--- src/rtl/mem_stage_pkg.sv ---
// -----------------------------------------------------------------------------
// mem_stage_pkg
// Shared definitions for the MEM pipeline stage:
//   - bus widths for the EX->MEM and MEM->WB buses
//   - load_op encodings
//   - packed structs giving named access to the bus fields
// -----------------------------------------------------------------------------
package mem_stage_pkg;

   localparam int ES_TO_MS_BUS_WD = 107;
   localparam int MS_TO_WS_BUS_WD = 71;

   // Code 7 is reserved and behaves as LW.
   typedef enum logic [2:0] {
      LOAD_LW  = 3'd0,
      LOAD_LB  = 3'd1,
      LOAD_LBU = 3'd2,
      LOAD_LH  = 3'd3,
      LOAD_LHU = 3'd4,
      LOAD_LWL = 3'd5,
      LOAD_LWR = 3'd6,
      LOAD_RSV = 3'd7
   } load_op_e;

   // Field order is MSB first and matches the flat EX->MEM bus.
   typedef struct packed {
      logic        ex;
      logic        res_from_mem;
      load_op_e    load_op;
      logic        gr_we;
      logic [4:0]  dest;
      logic [31:0] rt_value;
      logic [31:0] result;
      logic [31:0] pc;
   } es_to_ms_t;

   typedef struct packed {
      logic        ex;
      logic        gr_we;
      logic [4:0]  dest;
      logic [31:0] final_result;
      logic [31:0] pc;
   } ms_to_ws_t;

endpackage

--- src/rtl/mem_stage_load_align.sv ---
// -----------------------------------------------------------------------------
// mem_stage_load_align
// Purely combinational load data alignment / extension.
// Ports:
//   load_op_i  : load_op code of the instruction
//   addr_i     : low two bits of the load address
//   rdata_i    : raw 32-bit word returned by the data SRAM
//   rt_value_i : old rt value, merged in by LWL/LWR
//   aligned_o  : register write value for the load
// -----------------------------------------------------------------------------
module mem_stage_load_align
   import mem_stage_pkg::*;
(
   input  logic [2:0]  load_op_i,
   input  logic [1:0]  addr_i,
   input  logic [31:0] rdata_i,
   input  logic [31:0] rt_value_i,
   output logic [31:0] aligned_o
);

   logic [31:0] shifted;
   logic [7:0]  byte_v;
   logic [15:0] half_v;

   // Byte lane a sits at bits [8a+7:8a]; shift it down to bit 0.
   assign shifted = rdata_i >> {addr_i, 3'b000};
   assign byte_v  = shifted[7:0];
   assign half_v  = addr_i[1] ? rdata_i[31:16] : rdata_i[15:0];

   always_comb begin
      aligned_o = rdata_i;
      case (load_op_e'(load_op_i))
         LOAD_LB:  aligned_o = {{24{byte_v[7]}}, byte_v};
         LOAD_LBU: aligned_o = {24'h0, byte_v};
         LOAD_LH:  aligned_o = {{16{half_v[15]}}, half_v};
         LOAD_LHU: aligned_o = {16'h0, half_v};
         LOAD_LWL: begin
            case (addr_i)
               2'd0:    aligned_o = {rdata_i[7:0],  rt_value_i[23:0]};
               2'd1:    aligned_o = {rdata_i[15:0], rt_value_i[15:0]};
               2'd2:    aligned_o = {rdata_i[23:0], rt_value_i[7:0]};
               default: aligned_o = rdata_i;
            endcase
         end
         LOAD_LWR: begin
            case (addr_i)
               2'd0:    aligned_o = rdata_i;
               2'd1:    aligned_o = {rt_value_i[31:24], rdata_i[31:8]};
               2'd2:    aligned_o = {rt_value_i[31:16], rdata_i[31:16]};
               default: aligned_o = {rt_value_i[31:8],  rdata_i[31:24]};
            endcase
         end
         default:  aligned_o = rdata_i;  // LW and reserved code
      endcase
   end

endmodule

--- src/rtl/mem_stage.sv ---
// -----------------------------------------------------------------------------
// mem_stage
// Memory-access pipeline stage between EX and WB. Holds one instruction,
// waits for the data-SRAM read response of loads, aligns the data and
// presents the MEM->WB bus. Also drives MEM forwarding to ID and discards
// responses that belong to flushed loads.
// Ports:
//   clk, reset          : clock, synchronous active-high reset
//   ws_allowin          : WB can accept this cycle
//   ms_allowin          : MEM can accept this cycle
//   es_to_ms_valid/bus  : instruction from EX (107 bits)
//   ms_to_ws_valid/bus  : instruction to WB (71 bits)
//   flush               : exception/eret flush, kills the MEM instruction
//   data_sram_data_ok   : one response strobe per request issued by EX
//   data_sram_rdata     : response data
//   MEM_dest/MEM_result : forwarding destination / value
//   MEM_load_pending    : valid load still waiting on its data
//
// Handshake: a stage transfers on a cycle where its valid and the
// receiver's allowin are both high. valid never depends on the receiver's
// allowin; ms_allowin is high when MEM is empty or its instruction leaves
// this cycle.
// -----------------------------------------------------------------------------
module mem_stage
   import mem_stage_pkg::*;
(
   input  logic                       clk,
   input  logic                       reset,
   input  logic                       ws_allowin,
   output logic                       ms_allowin,
   input  logic                       es_to_ms_valid,
   input  logic [ES_TO_MS_BUS_WD-1:0] es_to_ms_bus,
   output logic                       ms_to_ws_valid,
   output logic [MS_TO_WS_BUS_WD-1:0] ms_to_ws_bus,
   input  logic                       flush,
   input  logic                       data_sram_data_ok,
   input  logic [31:0]                data_sram_rdata,
   output logic [4:0]                 MEM_dest,
   output logic [31:0]                MEM_result,
   output logic                       MEM_load_pending
);

   logic        ms_valid_q;
   es_to_ms_t   ms_bus_q;
   logic        buf_valid_q;
   logic [31:0] buf_data_q;
   logic [1:0]  cancel_cnt_q;
   logic [1:0]  cancel_cnt_d;

   logic        ms_ready_go;
   logic        is_load;
   logic        data_ok_cur;
   logic        cnt_inc;
   logic        cnt_dec;
   logic        ms_leave;
   logic [31:0] load_data;
   logic [31:0] aligned;
   logic [31:0] final_result;
   ms_to_ws_t   ws_bus;

   // A load that actually waits for memory (exceptional loads do not).
   assign is_load     = ms_bus_q.res_from_mem && !ms_bus_q.ex;
   // A response belongs to the current load only when no stale responses
   // from flushed loads are still outstanding.
   assign data_ok_cur = data_sram_data_ok && (cancel_cnt_q == 2'd0);

   assign ms_ready_go    = !is_load || buf_valid_q || data_ok_cur;
   assign ms_allowin     = !ms_valid_q || (ms_ready_go && ws_allowin);
   assign ms_to_ws_valid = ms_valid_q && ms_ready_go && !flush;
   assign ms_leave       = ms_to_ws_valid && ws_allowin;

   assign load_data = buf_valid_q ? buf_data_q : data_sram_rdata;

   mem_stage_load_align u_align (
      .load_op_i  (ms_bus_q.load_op),
      .addr_i     (ms_bus_q.result[1:0]),
      .rdata_i    (load_data),
      .rt_value_i (ms_bus_q.rt_value),
      .aligned_o  (aligned)
   );

   assign final_result = ms_bus_q.res_from_mem ? aligned : ms_bus_q.result;

   always_comb begin
      ws_bus              = '0;
      ws_bus.ex           = ms_bus_q.ex;
      ws_bus.gr_we        = ms_bus_q.gr_we;
      ws_bus.dest         = ms_bus_q.dest;
      ws_bus.final_result = final_result;
      ws_bus.pc           = ms_bus_q.pc;
   end
   assign ms_to_ws_bus = ws_bus;

   assign MEM_dest         = ms_bus_q.dest & {5{ms_valid_q && ms_bus_q.gr_we && !ms_bus_q.ex}};
   assign MEM_result       = final_result;
   assign MEM_load_pending = ms_valid_q && is_load && !ms_ready_go;

   // Flushing a load whose response is still in flight leaves one stale
   // response to swallow later. A same-cycle response is simply consumed.
   assign cnt_inc = flush && ms_valid_q && is_load && !buf_valid_q && !data_ok_cur;
   assign cnt_dec = data_sram_data_ok && (cancel_cnt_q != 2'd0);

   always_comb begin
      cancel_cnt_d = cancel_cnt_q;
      if (cnt_inc && !cnt_dec && (cancel_cnt_q != 2'd3)) begin
         cancel_cnt_d = cancel_cnt_q + 2'd1;
      end else if (cnt_dec && !cnt_inc) begin
         cancel_cnt_d = cancel_cnt_q - 2'd1;
      end
   end

   always_ff @(posedge clk) begin
      if (reset) begin
         ms_valid_q   <= 1'b0;
         ms_bus_q     <= '0;
         buf_valid_q  <= 1'b0;
         buf_data_q   <= 32'h0;
         cancel_cnt_q <= 2'd0;
      end else begin
         cancel_cnt_q <= cancel_cnt_d;

         if (flush) begin
            ms_valid_q <= 1'b0;
         end else if (ms_allowin) begin
            ms_valid_q <= es_to_ms_valid;
         end

         if (es_to_ms_valid && ms_allowin) begin
            ms_bus_q <= es_to_ms_t'(es_to_ms_bus);
         end

         // Hold the response when WB stalls so it is not lost.
         if (flush || ms_leave) begin
            buf_valid_q <= 1'b0;
         end else if (ms_valid_q && is_load && !buf_valid_q && data_ok_cur && !ws_allowin) begin
            buf_valid_q <= 1'b1;
            buf_data_q  <= data_sram_rdata;
         end
      end
   end

endmodule

--- config.mk ---
export PLATFORM = sky130hd
export DESIGN_NAME = mem_stage
export DESIGN_NICKNAME = d
export VERILOG_FILES = /design/src/rtl/mem_stage_pkg.sv /design/src/rtl/mem_stage_load_align.sv /design/src/rtl/mem_stage.sv
export SDC_FILE = /design/constraint.sdc
export NUM_CORES = 1
export LEC_CHECK = 0
export BUFFER_PORTS_ARGS = -buffer_cell sky130_fd_sc_hd__buf_2
export CAP_MARGIN = 20
export CORE_ASPECT_RATIO = 0.7
export CORE_MARGIN = 4
export CORE_UTILIZATION = 41
export CTS_CLUSTER_DIAMETER = 80
export CTS_CLUSTER_SIZE = 28
export DETAILED_ROUTE_END_ITERATION = 10
export PLACE_DENSITY_LB_ADDON = 0.15
export RECOVER_POWER = 50
export REMOVE_ABC_BUFFERS = 1
export SYNTH_ARGS = -nofsm -noshare
export SYNTH_HDL_FRONTEND = slang
export SYNTH_SLANG_ARGS = --single-unit
--- constraint.sdc ---
create_clock -name clk -period 4.61 [get_ports clk]
set_input_delay 0.922 -clock clk [delete_from_list [all_inputs] [get_ports clk]]
set_output_delay 0.922 -clock clk [all_outputs]
set_load 0.02 [all_outputs]
Yosys cells after proc, flatten, opt, wreduce, memory -nomap -nowiden

Index checks and enable logic that the tools add are counted.

Bits in registers: 143
Word-level logic and storage cells: 77
Output and inout bits: 111
Latch bits: 0
Input bits: 145
Memory bits (writable): 0
Memories: 0
ROM bits: 0

Multipliers: 0
Equal/unequal tests: 9
Divide/modulo/power cells: 0
Muxes and demuxes: 8
Shifts and indexed selects: 1
Bitwise logic cells: 2
Magnitude comparators: 0
$add $sub $neg: 2
Reductions and logical operators: 43

Operators by type and width:

| operator                                                              | count |
|---|---|
| 32-bit one-hot mux with 3 select lines                                | 2 |
| 32-bit one-hot mux with 6 select lines                                | 1 |
| 32-bit two-way mux                                                    | 2 |
| 32-bit by 5-bit right shift with 8-bit output                         | 1 |
| 1-bit logical AND                                                     | 22 |
| 16-bit two-way mux                                                    | 1 |
| 1-bit logical NOT                                                     | 10 |
| 3-bit equality test, second input constant                            | 3 |
| 3-bit by 2-bit equality test with 1-bit output, second input constant | 2 |
| 5-bit bitwise AND                                                     | 1 |
| 2-bit logical NOT                                                     | 2 |
| 1-bit logical OR                                                      | 4 |
| 2-bit two-way mux                                                     | 2 |
| 2-bit nonzero test                                                    | 2 |
| 2-bit OR reduction                                                    | 2 |
| 3-bit by 1-bit equality test with 1-bit output, second input constant | 1 |
| 2-bit by 1-bit adder with 2-bit output, second input constant         | 1 |
| 2-bit by 1-bit equality test with 1-bit output, second input constant | 1 |
| 2-bit equality test, second input constant                            | 1 |
| 2-bit != test, second input constant                                  | 1 |
| 2-bit AND reduction                                                   | 1 |
| 2-bit by 1-bit subtractor with 2-bit output, second input constant    | 1 |
| 1-bit NOT                                                             | 1 |

Longest topological paths before layout

Depth after elaboration: 11
Mapped depth: 10
Mapped depth without buffers: 5

Hierarchy

From an unflattened synthesis, not the netlist that was laid out.

Cell total of the unflattened synthesis: 1,049
Area, all modules: 9,028.7 um^2

By module, submodules not included:

| module               | cells an instance | area an instance (um^2) | sequential area each (um^2) | times used |
|---|---|---|---|---|
| mem_stage            | 794               | 7,164.4                 | 2,862.7                     | 1 |
| mem_stage_load_align | 255               | 1,864.3                 | 0.0                         | 1 |

Least setup slack after synthesis

Ideal clock, no wire load.

Path type: input port to output port
Start point: input data_sram_rdata[31]
End point: output ms_to_ws_bus[63]
Data required time: 3,688 ps
Data arrival time: 2,506 ps
Setup slack: 1,182 ps
Path buffers: 1
Cell stages on the path: 6
Path through: mux4_2 -> mux2i_4 -> o311ai_4 -> nor2_4 -> a221oi_2 -> buf_4

Word-level cells in the longest chain between the ends: 4
Elaborated cells between the ends (all ways): 7
Classes of those cells: shift: 1; mux: 6

Ends and longest elaborated chain:

| what                                                                  | line                       | source |
|---|---|---|
| start, declared                                                       | mem_stage.sv:37            | `input logic [31:0] data_sram_rdata,` |
| 32-bit two-way mux *                                                  | mem_stage.sv:72            | `assign load_data = buf_valid_q ? buf_data_q : data_sram_rdata;` |
| 32-bit by 5-bit right shift with 8-bit output (tied with other cells) | mem_stage_load_align.sv:26 | `assign shifted = rdata_i >> {addr_i, 3'b000};` |
| 32-bit one-hot mux with 6 select lines *                              | mem_stage_load_align.sv:32 | `case (load_op_e'(load_op_i))` |
| 32-bit two-way mux *                                                  | mem_stage.sv:82            | `assign final_result = ms_bus_q.res_from_mem ? aligned : ms_bus_q.result;` |
| end, declared                                                         | mem_stage.sv:34            | `output logic [MS_TO_WS_BUS_WD-1:0] ms_to_ws_bus,` |

Mark *: on every way between the ends. The rest lies on a longest branch, timed or not.

Worst setup path in the final report

Start point: register ms_bus_q[104] in the netlist's numbering
End point: output ms_to_ws_bus[48]

Word-level cells in the longest chain between the ends: 3
Elaborated cells between the ends (all ways): 8
Classes of those cells: eq/ne: 6; mux: 2

Ends and longest elaborated chain:

| what                                        | line                       | source |
|---|---|---|
| start, declared                             | mem_stage.sv:44            | `es_to_ms_t ms_bus_q;` |
| start signal, assigned                      | mem_stage.sv:129           | `ms_bus_q <= es_to_ms_t'(es_to_ms_bus);` |
| 3-bit equality test (tied with other cells) | mem_stage_load_align.sv:32 |  |
| 32-bit one-hot mux with 6 select lines *    | mem_stage_load_align.sv:32 |  |
| 32-bit two-way mux *                        | mem_stage.sv:82            |  |

Marked as above.

==> results.sh <==
export IMPL_rows=44
export IMPL_drt_iter0_markers=544
export IMPL_post_cts_setup_buffer_count=0
export IMPL_setup_violations=0
export IMPL_route_detailed_drc=0
export IMPL_area_growth_pct=17.4
export IMPL_critPathTopFamily="simple AND/OR/NAND/NOR gates"
export IMPL_htree_levels=4
export IMPL_synth_edf_count=0
export IMPL_netlist_instances=983
export IMPL_ys_flop_type="dfxtp_1"
export IMPL_syn_area_um2=8690
export IMPL_initial_core_util_pct=41.9
export IMPL_post_route_min_period_ns=4.30
export IMPL_placed_area_um2=9670
export IMPL_tns_ns=0
export IMPL_cts_tree="yes"
export IMPL_cts_clk_slew_worst_paths_ns=0.06
export IMPL_grt_max_degree=78
export IMPL_vias_per_cell=5.38
export IMPL_end_kind="primary output"
export IMPL_max_stage_delay_ns=0.67
export IMPL_relSlewSlack_pct=-79.3
export IMPL_pre_cts_ws_ns=0.777
export IMPL_finalHoldViolations=0
export IMPL_max_cap_violations=2
export IMPL_fin_nets=1287
export IMPL_slowest_stage="nor2b_1"
export IMPL_cp_endpoint="ms_to_ws_bus[48]"
export IMPL_wl_per_cell_um=19.3
export IMPL_drt_first_pass_iters=5
export IMPL_hold_buffers=0
export IMPL_synth_area_leaders="dfxtp_1 33%, mux2i_1 21%, nor2_1 7.8%"
export IMPL_startpoint_type="flop"
export IMPL_dpl_hpwl_um=20000
export IMPL_p_seq_share_pct=37.8
export IMPL_grt_pass1_vias=7373
export IMPL_clkPwrFrac_pct=41.1
export IMPL_r2r_end="ms_bus_q[103]$_SDFFE_PP0P_"
export IMPL_cp_num_cells=7
export IMPL_via_count=7694
export IMPL_top_level_ports=256
export IMPL_antenna_found_initial=0
export IMPL_register_area_um2=2870
export IMPL_worstMarginPinSlew_ns=2.69
export IMPL_async_reset_ff_share_pct=0
export IMPL_finalWirelength_um=27500
export IMPL_final_cell_area_um2=10200
export IMPL_grt_usage_pct=23.0
export IMPL_synthMuxAreaShare_pct=28.9
export IMPL_hold_path_class="flop to flop"
export IMPL_clockBufferDepth=2
export IMPL_fin_ws_ns=0.315
export IMPL_core_um2=20800
export IMPL_pwr_density_cell_nw_per_um2=348
export IMPL_die_w_um=182
export IMPL_yosysWarnings=0
export IMPL_r2r_start="buf_valid_q$_SDFFE_PP0P_"
export IMPL_multi_input_area_um2=4900
export IMPL_synth_top_area_share_pct=32.9
export IMPL_layout_common_cells="215 x buf_2, 185 x mux2i_1, 181 x nor2_1"
export IMPL_critPathMaxFanout=15
export IMPL_nFillCells=2064
export IMPL_port_buffer_count=255
export IMPL_synth_xor_area_share_pct=0
export IMPL_yosysSeqAreaShare_pct=32.9
export IMPL_rsz0062_at_grt="false"
export IMPL_yosysUniqueCellTypes=57
export IMPL_ant_nets=0
export IMPL_switching_share_pct=28.6
export IMPL_p_int_mw=2.54
export IMPL_p_switching_mw=1.01
export IMPL_clockRootBuffer="clkbuf_16"
export IMPL_path_class="flop to primary output"
export IMPL_grt_pass1_wl_um=42700
export IMPL_gp_congestion=0.876
export IMPL_cp_cell_sequence="nor2b_1 -> nand2_1 -> buf_4 -> nor3_1 -> a211oi_1 -> o2bb2ai_1 -> buf_2"
export IMPL_final_common_cell="buf_2"
export IMPL_fin_crit_sh_pct=93.2
export IMPL_clk_latency_ns=0.43
export IMPL_regToRegSetupSlack_ns=0.42
export IMPL_crit_buf_inv=2
export IMPL_slew_violations=109
export IMPL_worst_r2r_cell_count=7
export IMPL_layout_drive_gt1_share_pct=28.3
export IMPL_numCtsBuffers=17
export IMPL_grt_overflow_total=0
export IMPL_arrival_ns=3.37
export IMPL_ir_worst_vdd_mv=0.233
export IMPL_synth_simple_area_share_pct=14.0
export IMPL_cts_resized=0
export IMPL_synth_top_area_cell="dfxtp_1"
export IMPL_synth_top_family_by_area="multiplexers"
export IMPL_pwr_share_comb_pct=21.1
export IMPL_fmax_ghz=0.233
export IMPL_finClkSkew_ns=0.00912
export IMPL_synth_avg_cell_area_um2=8.84
export IMPL_violations="capacitance limit, slew limit"
export IMPL_run_status="complete, but fails checks"
export IMPL_numClockSinks=143
export IMPL_startpoint="ms_bus_q[104]$_SDFFE_PP0P_"
export IMPL_ys_ff_latch=143
export IMPL_synth_compound_area_share_pct=13.5
export IMPL_die_area_um2=23600
export IMPL_worst_ep_required_time_ns=3.69
export IMPL_p_leak_nw=4.40
export IMPL_synth_fa_ha_area_share_pct=0
export IMPL_die_h_um=130
export IMPL_insertedDiodeCount=0
-- routing by layer --
metal	routed length (µm)	GRT usage [%]
met5	0	0
met4	286	4.98
met3	2360	5.80
met2	11400	33.1
met1	13500	34.8
-- power groups by stage --
stage / clock [mW] / combinational, mW / sequential, mW
floorplan: 0 / 0.450 / 1.39
global placement: 0 / 0.737 / 1.37
detailed placement: 0 / 0.742 / 1.37
CTS: 1.50 / 0.744 / 1.34
global route: 1.54 / 0.813 / 1.35
finish: 1.46 / 0.748 / 1.34
-- flip-flops by register name, summed over array words and instances, names as in the netlist --
register	flops
ms_bus_q	68
ms_to_ws_bus	39
buf_data_q	32
cancel_cnt_q	2
buf_valid_q	1
ms_valid_q	1
-- worst register-to-register path: stages, from the launching register on --
cell,delay [ns]
dfxtp_2,0.66
buf_4,0.39
nand2b_1,0.17
o31ai_1,0.10
a21boi_0,0.28
clkbuf_2,1.94
mux2i_1,0.40
nor2_1,0.11
-- synthesized netlist by cell type, drive strengths merged, types with 3 or more instances --
master	instances
a2111oi	5
a211oi	15
a21boi	4
a21oi	45
a221oi	9
a31oi	5
and2	10
and3	3
buf	109
clkbuf	35
dfxtp	143
inv	9
mux2	28
mux2i	186
mux4	14
nand2	39
nand2b	10
nand3	3
nor2	182
nor2b	8
nor3	11
nor3b	3
o21a	3
o21ai	37
o22ai	27
o2bb2ai	8
or2	5
or3	3
-- worst min path at each step --
stage,startpoint,endpoint,depth (start not counted),slack (ns)
floorplan,buf_data_q[16]$_SDFFE_PP0P_,buf_data_q[16]$_SDFFE_PP0P_,2,0.45
global placement,buf_data_q[16]$_SDFFE_PP0P_,buf_data_q[16]$_SDFFE_PP0P_,2,0.47
detailed placement,ms_to_ws_bus[20]$_SDFFE_PP0P_,ms_to_ws_bus[20]$_SDFFE_PP0P_,2,0.48
CTS,ms_to_ws_bus[20]$_SDFFE_PP0P_,ms_to_ws_bus[20]$_SDFFE_PP0P_,2,0.49
global route,ms_to_ws_bus[17]$_SDFFE_PP0P_,ms_to_ws_bus[17]$_SDFFE_PP0P_,2,0.51
finish,cancel_cnt_q[1]$_SDFFE_PP0P_,cancel_cnt_q[0]$_SDFFE_PP0P_,2,0.49
-- cell type report --
type	instances	area share, %
multi-input cells	687	48.0
flip-flops and latches	143	28.1
repair buffers	284	14.1
clock buffers	25	4.76
well taps	276	3.38
clock inverters	6	1.28
inverters	9	0.331
-- per-stage QoR --
step	power [mW]	hold WS, ns	utilization, %	std cells
2_1_floorplan	1.85	0.454	-	839
3_3_place_gp	2.11	0.468	46.6	1399
3_5_place_dp	2.11	0.477	46.6	1399
4_1_cts	3.59	0.493	49.5	1430
5_1_grt	3.71	0.511	49.2	1430
6_report	3.55	0.489	49.2	1430
-- cells by family (layout without fill, tap and decap cells) --
family,Yosys count,in the layout
simple gates,281,281
mux,228,228
compound gates,178,178
buf+inv,153,324
flops,143,143
Power figures use the tool's default switching activity.
